File: config.mk
export PLATFORM = sky130hd
export DESIGN_NAME = mem_port_arbiter
export DESIGN_NICKNAME = d
export VERILOG_FILES = /design/src/rtl/scc_mem_pkg.sv /design/src/rtl/arb_lat_counter.sv /design/src/rtl/mem_port_arbiter.sv
export SDC_FILE = /design/constraint.sdc
export NUM_CORES = 1
export LEC_CHECK = 0
export BUFFER_PORTS_ARGS = -buffer_cell sky130_fd_sc_hd__buf_2
export CAP_MARGIN = 10
export CORE_AREA = 2 2 104 106
export DETAILED_ROUTE_END_ITERATION = 10
export DIE_AREA = 0 0 106 108
export PLACE_DENSITY = 0.69
export SLEW_MARGIN = 20
export SYNTH_ARGS = -nofsm -noshare
export SYNTH_HDL_FRONTEND = slang
export SYNTH_SLANG_ARGS = --single-unit
File: constraint.sdc
create_clock -name clk -period 2.1 [get_ports clk]
set_input_delay 0.105 -clock clk [delete_from_list [all_inputs] [get_ports clk]]
set_output_delay 0.105 -clock clk [all_outputs]
set_load 0.02 [all_outputs]
File: src/rtl/scc_mem_pkg.sv
// Shared types and constants for the unified memory port arbiter.
package scc_mem_pkg;

    typedef enum logic {
        ARB_IDLE      = 1'b0,
        ARB_READ_WAIT = 1'b1
    } arb_state_e;

    typedef enum logic {
        OWN_IF = 1'b0,
        OWN_D  = 1'b1
    } owner_e;

    localparam int unsigned MEM_LAT_MAX = 4;
    localparam int unsigned LAT_CNT_W   = 3;

endpackage

File: src/rtl/arb_lat_counter.sv
// Read-latency down-counter: loads the memory latency on a read grant and
// flags the cycle in which it is about to reach zero.
module arb_lat_counter
    import scc_mem_pkg::*;
(
    input  logic                 clk,
    input  logic                 reset,
    input  logic                 load_i,
    input  logic [LAT_CNT_W-1:0] load_val_i,
    input  logic                 dec_i,
    output logic [LAT_CNT_W-1:0] cnt_o,
    output logic                 zero_next_o
);

    logic [LAT_CNT_W-1:0] cnt_q;
    logic [LAT_CNT_W-1:0] cnt_d;

    always_comb begin
        cnt_d = cnt_q;
        if (load_i) begin
            cnt_d = load_val_i;
        end else if (dec_i && (cnt_q != '0)) begin
            cnt_d = cnt_q - LAT_CNT_W'(1);
        end
    end

    always_ff @(posedge clk or posedge reset) begin
        if (reset) begin
            cnt_q <= '0;
        end else begin
            cnt_q <= cnt_d;
        end
    end

    // Memory data is valid in the cycle the count steps from 1 to 0.
    assign zero_next_o = dec_i && (cnt_q == LAT_CNT_W'(1));
    assign cnt_o       = cnt_q;

endmodule

File: src/rtl/mem_port_arbiter.sv
// Arbiter sharing the unified memory port between fetch and load/store.
// Define ARB_ROUND_ROBIN_EN for alternating priority; default is data-over-fetch.
module mem_port_arbiter
    import scc_mem_pkg::*;
#(
    parameter int unsigned ADDR_W  = 32,
    parameter int unsigned DATA_W  = 32,
    parameter int unsigned MEM_LAT = 1
) (
    input  logic              clk,
    input  logic              reset,
    input  logic              if_req,
    input  logic [ADDR_W-1:0] if_addr,
    output logic              if_gnt,
    output logic [DATA_W-1:0] if_rdata,
    output logic              if_rvalid,
    input  logic              d_req,
    input  logic              d_we,
    input  logic [ADDR_W-1:0] d_addr,
    input  logic [DATA_W-1:0] d_wdata,
    output logic              d_gnt,
    output logic [DATA_W-1:0] d_rdata,
    output logic              d_rvalid,
    output logic [ADDR_W-1:0] mem_addr,
    output logic [DATA_W-1:0] mem_wdata,
    output logic              mem_read,
    output logic              mem_write,
    input  logic [DATA_W-1:0] mem_rdata,
    output logic              stall
);

    if ((MEM_LAT < 1) || (MEM_LAT > MEM_LAT_MAX)) begin : g_bad_lat
        $error("mem_port_arbiter: MEM_LAT must be in 1..%0d", MEM_LAT_MAX);
    end

    arb_state_e state_q, state_d;
    owner_e     owner_q, owner_d;

    logic [DATA_W-1:0] if_rdata_q;
    logic [DATA_W-1:0] d_rdata_q;
    logic              if_rvalid_q;
    logic              d_rvalid_q;

    logic grant_if;
    logic grant_d;
    logic is_read;
    logic cnt_load;
    logic cnt_dec;
    logic cnt_zero_next;
    logic capture;
    logic [LAT_CNT_W-1:0] cnt_val;

`ifdef ARB_ROUND_ROBIN_EN
    owner_e last_owner_q;
`endif

    always_comb begin
        grant_if = 1'b0;
        grant_d  = 1'b0;
        if ((state_q == ARB_IDLE) && !reset) begin
`ifdef ARB_ROUND_ROBIN_EN
            if (if_req && d_req) begin
                if (last_owner_q == OWN_D) begin
                    grant_if = 1'b1;
                end else begin
                    grant_d = 1'b1;
                end
            end else begin
                grant_if = if_req;
                grant_d  = d_req;
            end
`else
            grant_d  = d_req;
            grant_if = if_req && !d_req;
`endif
        end
    end

    assign is_read = grant_if || (grant_d && !d_we);

    always_comb begin
        if_gnt    = grant_if;
        d_gnt     = grant_d;
        mem_read  = is_read;
        mem_write = grant_d && d_we;
        mem_addr  = '0;
        mem_wdata = '0;
        if (grant_d) begin
            mem_addr  = d_addr;
            mem_wdata = d_wdata;
        end else if (grant_if) begin
            mem_addr  = if_addr;
        end
    end

    // Reset gating keeps stall low even while both requesters are asserting.
    assign stall = !reset &&
                   ((state_q == ARB_READ_WAIT) ||
                    (if_req && d_req && (state_q == ARB_IDLE)));

    always_comb begin
        state_d  = state_q;
        owner_d  = owner_q;
        cnt_load = 1'b0;
        cnt_dec  = 1'b0;
        capture  = 1'b0;
        case (state_q)
            ARB_IDLE: begin
                if (is_read) begin
                    state_d  = ARB_READ_WAIT;
                    owner_d  = grant_d ? OWN_D : OWN_IF;
                    cnt_load = 1'b1;
                end
            end
            ARB_READ_WAIT: begin
                cnt_dec = 1'b1;
                if (cnt_zero_next) begin
                    state_d = ARB_IDLE;
                    capture = 1'b1;
                end
            end
            default: state_d = ARB_IDLE;
        endcase
    end

    arb_lat_counter u_lat_cnt (
        .clk         (clk),
        .reset       (reset),
        .load_i      (cnt_load),
        .load_val_i  (LAT_CNT_W'(MEM_LAT)),
        .dec_i       (cnt_dec),
        .cnt_o       (cnt_val),
        .zero_next_o (cnt_zero_next)
    );

    always_ff @(posedge clk or posedge reset) begin
        if (reset) begin
            state_q     <= ARB_IDLE;
            owner_q     <= OWN_IF;
            if_rdata_q  <= '0;
            d_rdata_q   <= '0;
            if_rvalid_q <= 1'b0;
            d_rvalid_q  <= 1'b0;
        end else begin
            state_q     <= state_d;
            owner_q     <= owner_d;
            if_rvalid_q <= capture && (owner_q == OWN_IF);
            d_rvalid_q  <= capture && (owner_q == OWN_D);
            if (capture && (owner_q == OWN_IF)) begin
                if_rdata_q <= mem_rdata;
            end
            if (capture && (owner_q == OWN_D)) begin
                d_rdata_q <= mem_rdata;
            end
        end
    end

`ifdef ARB_ROUND_ROBIN_EN
    always_ff @(posedge clk or posedge reset) begin
        if (reset) begin
            last_owner_q <= OWN_IF;
        end else if (grant_if || grant_d) begin
            last_owner_q <= grant_d ? OWN_D : OWN_IF;
        end
    end
`endif

    assign if_rdata  = if_rdata_q;
    assign d_rdata   = d_rdata_q;
    assign if_rvalid = if_rvalid_q;
    assign d_rvalid  = d_rvalid_q;

    logic unused_cnt;
    assign unused_cnt = ^cnt_val;

endmodule
== Word level (Yosys, flattened, before mapping) ==
Cells that the tools add are included.

* Flip-flop bits (word level): 71
* Logic and storage cells: 45
* Bits of input ports: 133
* Output and inout port bits: 135

* Bitwise operators: 2
* Add/sub/neg operators: 1
* Reductions and logical operators: 19
* Muxes and demuxes: 15
* Equal/unequal tests: 1

{| class="wikitable"
|+ Operators by type and width
! operator !! number
|-
| $mux W32 || 3
|-
| $logic_and A1 B1 Y1 || 11
|-
| $mux W1 || 9
|-
| $mux W3 || 2
|-
| $eq A3 B1 Y1 const B || 1
|-
| $logic_not A1 Y1 || 3
|-
| $reduce_bool A3 Y1 || 1
|-
| $sub A3 B1 Y3 const B || 1
|-
| $logic_or A1 B1 Y1 || 2
|-
| $not A1 Y1 || 2
|-
| $pmux W1 S2 || 1
|-
| $reduce_and A2 Y1 || 1
|-
| $reduce_bool A2 Y1 || 1
|}

== Logic depth before layout (Yosys ltp) ==
* Word-level depth: 8
* Depth in mapped cells: 6
* Gate-level depth less buffers: 6

== Cells and area by module ==
From an unflattened synthesis, not the netlist that was laid out.

* Cell total of the unflattened synthesis: 336
* Area, all modules: 3928.8 um^2

{| class="wikitable"
|+ By module, submodules not included
! module !! area an instance (um^2) !! sequential area each (um^2) !! times used !! cells an instance
|-
| mem_port_arbiter || 3716.1 || 1701.6 || 1 || 314
|-
| arb_lat_counter || 212.7 || 75.1 || 1 || 22
|}

== Worst setup path before layout ==
OpenSTA, ideal clock, no wires.

* Kind: register -> register
* From: register u_lat_cnt.cnt_q[1] (netlist: u_lat_cnt.cnt_o[1])
* To: register if_rdata_q[0] (netlist: if_rdata[0])
* Path slack: 0.450 ns
* Library setup time: 0.127 ns
* Clock period less this slack: 1.650 ns
* Buffers on the path: 1
* Required time: 1.973 ns
* Cell stages (with the launch flop): 7
* Data arrival time: 1.522 ns
* Cell sequence: dfrtp_1 inv_1 ha_1 nor2b_2 nor3b_4 buf_6 mux2_1

* Cells in the longest elaborated chain, start to end: 5

{| class="wikitable"
|+ RTL lines
! what !! line !! source
|-
| start, declared || arb_lat_counter.sv:15 || <nowiki>logic [LAT_CNT_W-1:0] cnt_q;</nowiki>
|-
| start signal, assigned || arb_lat_counter.sv:31 || <nowiki>cnt_q <= cnt_d;</nowiki>
|-
| $eq A3 B1 Y1 || arb_lat_counter.sv:36 || <nowiki>assign zero_next_o = dec_i && (cnt_q == LAT_CNT_W'(1));</nowiki>
|-
| $logic_and A1 B1 Y1 || arb_lat_counter.sv:36 ||
|-
| $mux W1 || mem_port_arbiter.sv:117 || <nowiki>if (cnt_zero_next) begin</nowiki>
|-
| $mux W1 || mem_port_arbiter.sv:107 || <nowiki>case (state_q)</nowiki>
|-
| $logic_and A1 B1 Y1 || mem_port_arbiter.sv:149 || <nowiki>if (capture && (owner_q == OWN_IF)) begin</nowiki>
|-
| end signal, assigned || mem_port_arbiter.sv:150 || <nowiki>if_rdata_q <= mem_rdata;</nowiki>
|-
| end, declared || mem_port_arbiter.sv:39 || <nowiki>logic [DATA_W-1:0] if_rdata_q;</nowiki>
|}

Every way passes these cells.
A chain may end at the register's enable or synchronous reset.

== Worst setup path after layout ==
* From: register state_q
* To: output port mem_addr[30]

* Cells in the longest elaborated chain, start to end: 5
* Elaborated cells on any way between the ends: 6
* Classes of those cells: 4 x mux; 1 x bitwise; 1 x reduce/logical

{| class="wikitable"
|+ RTL lines
! what !! line !! source
|-
| start, declared || mem_port_arbiter.sv:36 || <nowiki>arb_state_e state_q, state_d;</nowiki>
|-
| start signal, assigned || mem_port_arbiter.sv:145 || <nowiki>state_q <= state_d;</nowiki>
|-
| $not A1 Y1 (no source line) (*) || -- ||
|-
| $logic_and A1 B1 Y1 (*) || mem_port_arbiter.sv:60 || <nowiki>if ((state_q == ARB_IDLE) && !reset) begin</nowiki>
|-
| $mux W1 || mem_port_arbiter.sv:60 ||
|-
| $mux W32 || mem_port_arbiter.sv:91 || <nowiki>end else if (grant_if) begin</nowiki>
|-
| $mux W32 (*) || mem_port_arbiter.sv:88 || <nowiki>if (grant_d) begin</nowiki>
|-
| end, declared || mem_port_arbiter.sv:24 || <nowiki>output logic [ADDR_W-1:0] mem_addr,</nowiki>
|}

Mark *: on every way between the ends. The rest lies on a longest branch, timed or not.

==> flow_summary.html <==
<table>
<tr><th>Metric</th><th>Value</th></tr>
<tr><th colspan="2">Floorplan</th></tr>
<tr><td>Area inside the core boundary</td><td>between 10000 and 15000 µm²</td></tr>
<tr><td>Ports placed on the boundary</td><td>268</td></tr>
<tr><td>Die X-Extent</td><td>106 µm</td></tr>
<tr><td>Row count</td><td>37</td></tr>
<tr><td>DIE HEIGHT</td><td>108 µm</td></tr>
<tr><td>Area enclosed by the die boundary</td><td>11400 µm²</td></tr>
<tr><td>Starting Density</td><td>between 30% and 40%</td></tr>
<tr><th colspan="2">Final layout</th></tr>
<tr><td>Number of antenna diodes</td><td>0</td></tr>
<tr><td>Fin nets</td><td>677</td></tr>
<tr><td>Final instance area</td><td>5220 µm²</td></tr>
<tr><td>Fraction of layout cells with a size suffix above 1</td><td>61.0%</td></tr>
<tr><td>Layout-stage area growth over the synthesis result</td><td>57.2%</td></tr>
<tr><th colspan="2">Synth</th></tr>
<tr><td>Yosys warnings</td><td>0</td></tr>
<tr><td>Largest area contributor in the synthesized netlist</td><td>sky130_fd_sc_hd__dfrtp_1</td></tr>
<tr><td>Synthesized netlist cell count</td><td>252</td></tr>
<tr><td>Proportion of netlist area held by the largest area contributor</td><td>53.5%</td></tr>
<tr><td>Syn nets</td><td>388</td></tr>
<tr><td>Number of synthesized register bits</td><td>between 70 and 80</td></tr>
<tr><td>Async SR Flop Fraction</td><td>100%</td></tr>
<tr><td>Most frequently used flop master after synthesis</td><td>sky130_fd_sc_hd__dfrtp_1</td></tr>
<tr><td>Total standard cell area after synthesis</td><td>3320 µm²</td></tr>
<tr><td>Post-synthesis sequential area ratio</td><td>between 50% and 60%</td></tr>
<tr><td>Leading cell types by count after synthesis</td><td>71 x sky130_fd_sc_hd__dfrtp_1, 35 x sky130_fd_sc_hd__mux2_2, 33 x sky130_fd_sc_hd__and3_1</td></tr>
<tr><td>EDFF count, synth</td><td>0</td></tr>
<tr><td>Leading cell type by number of instances after synthesis</td><td>sky130_fd_sc_hd__dfrtp_1</td></tr>
<tr><td>Synth unique cells</td><td>30</td></tr>
<tr><td>Leading cell types by total area after synthesis</td><td>sky130_fd_sc_hd__dfrtp_1 54%, sky130_fd_sc_hd__mux2_2 12%, sky130_fd_sc_hd__mux2_1 9.8%</td></tr>
<tr><td>Mean area per synthesized cell</td><td>13.2 µm²</td></tr>
<tr><th colspan="2">Timing</th></tr>
<tr><td>Period minus WS final</td><td>1.92 ns</td></tr>
<tr><td>Final setup viols</td><td>0</td></tr>
<tr><td>Portion of the clock cycle consumed by the worst path in the final layout</td><td>91.2%</td></tr>
<tr><td>Worst hold slack across all endpoints</td><td>~0.018 ns</td></tr>
<tr><td>Unrepaired setup endpoints after global routing</td><td>false</td></tr>
<tr><td>Max-slew violation count</td><td>0</td></tr>
<tr><td>Worst Skew</td><td>0.00786 ns</td></tr>
<tr><td>Setup Total Neg Slack</td><td>0 ns</td></tr>
<tr><td>Worst-margin pin slew</td><td>0.626 ns</td></tr>
<tr><td>Fmax</td><td>between 0.5 and 0.6 GHz</td></tr>
<tr><td>Worst slew margin relative to its limit</td><td>between 50% and 60%</td></tr>
<tr><td>Number of hold violations in the final report</td><td>0</td></tr>
<tr><td>Setup WS post-layout</td><td>0.184 ns</td></tr>
<tr><th colspan="2">Placed design</th></tr>
<tr><td>Number of port buffers</td><td>267</td></tr>
<tr><td>Placed cell area</td><td>4810 µm²</td></tr>
<tr><td>Detailed-placement wirelength estimate</td><td>roughly 8.5 mm</td></tr>
<tr><td>Weighted congestion reported at the end of routability-driven placement</td><td>roughly 0.83</td></tr>
<tr><td>Setup slack at placement</td><td>0.284 ns</td></tr>
<tr><th colspan="2">Global route</th></tr>
<tr><td>Maximum number of pins on one net before global-route repair</td><td>34</td></tr>
<tr><td>Remaining Overflow, GRT</td><td>0</td></tr>
<tr><td>Global-route wire length before repair</td><td>between 15 and 20 mm</td></tr>
<tr><td>Antenna violations before repair</td><td>0</td></tr>
<tr><td>Global-route total usage across every layer</td><td>~18%</td></tr>
<tr><td>Number of global-route vias before repair</td><td>3228</td></tr>
<tr><th colspan="2">Clock network</th></tr>
<tr><td>Root cell of the clock tree</td><td>sky130_fd_sc_hd__clkbuf_8</td></tr>
<tr><td>Depth of the CTS H-tree</td><td>3</td></tr>
<tr><td>TritonCTS Sinks</td><td>71</td></tr>
<tr><td>Later-pin clock latency in the skew report</td><td>0.33 ns</td></tr>
<tr><td>CTS max path bufs</td><td>2</td></tr>
<tr><td>Register clock-pin slew on the reported worst setup and hold paths</td><td>approximately 0.07 ns</td></tr>
<tr><td># Post-CTS Setup Buffers</td><td>0</td></tr>
<tr><td>TritonCTS clock tree</td><td>built</td></tr>
<tr><td>CTS Buf Count</td><td>9</td></tr>
<tr><th colspan="2">Setup path</th></tr>
<tr><td>WP data required</td><td>2.00 ns</td></tr>
<tr><td>Biggest cell delay along the critical path</td><td>0.49 ns</td></tr>
<tr><td>Startpoint class of the critical path</td><td>flip-flop</td></tr>
<tr><td>Arrival time at the worst endpoint</td><td>1.81 ns</td></tr>
<tr><td>Capturing element type of the critical path</td><td>output port</td></tr>
<tr><td>Path type of the worst setup path</td><td>reg -&gt; out</td></tr>
<tr><td>Maximum fanout encountered on the critical timing path</td><td>33</td></tr>
<tr><td>Slowest cell on the critical path</td><td>sky130_fd_sc_hd__dfrtp_1</td></tr>
<tr><td>Series of cell instances along the critical path</td><td>nor2_2, and2_1, buf_6, a22o_1, buf_2</td></tr>
<tr><th colspan="2">Power</th></tr>
<tr><td>Leakage Power</td><td>between 2 and 3 nW</td></tr>
<tr><td>Power per Cell Area</td><td>1290 nW/µm²</td></tr>
<tr><td>Pwr Total</td><td>6.74 mW</td></tr>
<tr><td>IR drop worst, VDD</td><td>813 µV</td></tr>
<tr><th colspan="2">Route</th></tr>
<tr><td>Residual DRC</td><td>0</td></tr>
<tr><td>Average wire per cell in the routed design</td><td>roughly 16 µm</td></tr>
<tr><td>Routed Antenna Nets</td><td>0</td></tr>
<tr><td>Vias per inst</td><td>approximately 4.7</td></tr>
<tr><td>Routed wire length</td><td>about 11 mm</td></tr>
<tr><td>Total vias in the final route</td><td>around 3200</td></tr>
<tr><td>Number of design-rule violations left by the first detailed-router iteration</td><td>194</td></tr>
<tr><td>Length of the first detailed-routing pass in iterations</td><td>4</td></tr>
<tr><th colspan="2">Run</th></tr>
<tr><td>Reported max-cap violation count</td><td>0</td></tr>
<tr><th colspan="2">Hold path</th></tr>
<tr><td>HP Class</td><td>in -&gt; reg</td></tr>
<tr><th colspan="2">Outcome</th></tr>
<tr><td>Status</td><td>finished clean</td></tr>
</table>
[sequential cells by signal (all words and copies together), names as in the netlist]
signal and count:
if_rvalid 1, d_rvalid 1, owner_q 1, u_lat_cnt.cnt_o 3, d_rdata 32, if_rdata 32, state_q 1
[where the power goes]
part | total [mW] | switching [mW] | internal [mW]
clock | 1.03 | 0.470 | 0.564
sequential | 2.42 | 0.364 | 2.05
combinational | 3.29 | 1.92 | 1.36
[path summary, 6_finish.rpt]
check / from / to / slack, ns / depth (start not counted)
min: mem_rdata[3] / if_rdata[3]$_DFFE_PP0P_ / 0.02 / 2
max in group asynchronous: reset / u_lat_cnt.cnt_o[1]$_DFFE_PP0P_ / 1.00 / 4
min reg2reg: if_rdata[6]$_DFFE_PP0P_ / if_rdata[6]$_DFFE_PP0P_ / 0.48 / 1
max reg2reg: u_lat_cnt.cnt_o[1]$_DFFE_PP0P_ / if_rdata[5]$_DFFE_PP0P_ / 0.31 / 6
max: state_q$_DFF_PP0_ / mem_addr[30] / 0.18 / 5
min in group asynchronous: reset / if_rdata[13]$_DFFE_PP0P_ / 0.47 / 3
[cell usage in the layout, fill, tap and decap left out, drive strengths merged, types with 2 or more instances in the layout]
cell type / synthesis / routed
nor2: 2 / 2
ha: 3 / 3
dlygate4sd3: 0 / 22
nor3: 2 / 2
nand2: 2 / 2
and3: 33 / 33
buf: 13 / 277
mux2: 64 / 64
o22ai: 2 / 2
dfrtp: 71 / 71
a21boi: 2 / 2
clkinv: 0 / 2
nand2b: 4 / 4
clkbuf: 8 / 10
a22o: 32 / 32
inv: 6 / 6
[layer usage]
metal  share of wire (%)  GRT usage [%]  up-vias
li1                    -              -     1493
met1                  38           20.7     1551
met2                  51           31.4      163
met3                 9.7           6.39       17
met4                 1.9           5.73        0
met5                   0              0        -
[layout make-up]
cell class / count / area (µm²)
clock buffer: 10 / 138
fill: 907 / 5010
multi-input combinational: 154 / 1410
sequential: 71 / 1780
inverter: 6 / 22.5
clock inverter: 4 / 47.5
tap: 136 / 170
timing repair buffer: 299 / 1660
[timing repair]
item | in CTS | in global routing
endpoints found under the setup margin | 0 | 1
hold endpoints to repair | 56 | 0
hold buffers | 22 | 0
gates resized for setup | 0 | 1
[kinds of logic after synthesis]
logic type                 after synthesis  share of synthesized area [%]
muxes                                   64                           21.7
xor gates and xnor gates                 1                          0.264
AOI/OAI and AO/OA                       39                           9.91
and+or+nand+nor                         47                           9.12
DFF                                     71                           53.5
adders and majority gates                3                           1.13
buffers and inverters                   27                           4.37
[metrics by stage]
stage                     util, %  cells
after floorplan                 -    252
after global placement       47.0    644
after detailed placement     47.0    644
after CTS                    51.0    680
after global routing         51.0    680
final                        51.0    680
[worst max-delay path: cells and delay by family (launching register included)]
family / cells / cell delay [ns]
AO/OA/AOI/OAI: 1 / 0.22
flip-flops: 1 / 0.49
buffers and inverters: 2 / 0.42
AND/OR/NAND/NOR: 2 / 0.34
Note: power is estimated with default switching activity, not from simulation.
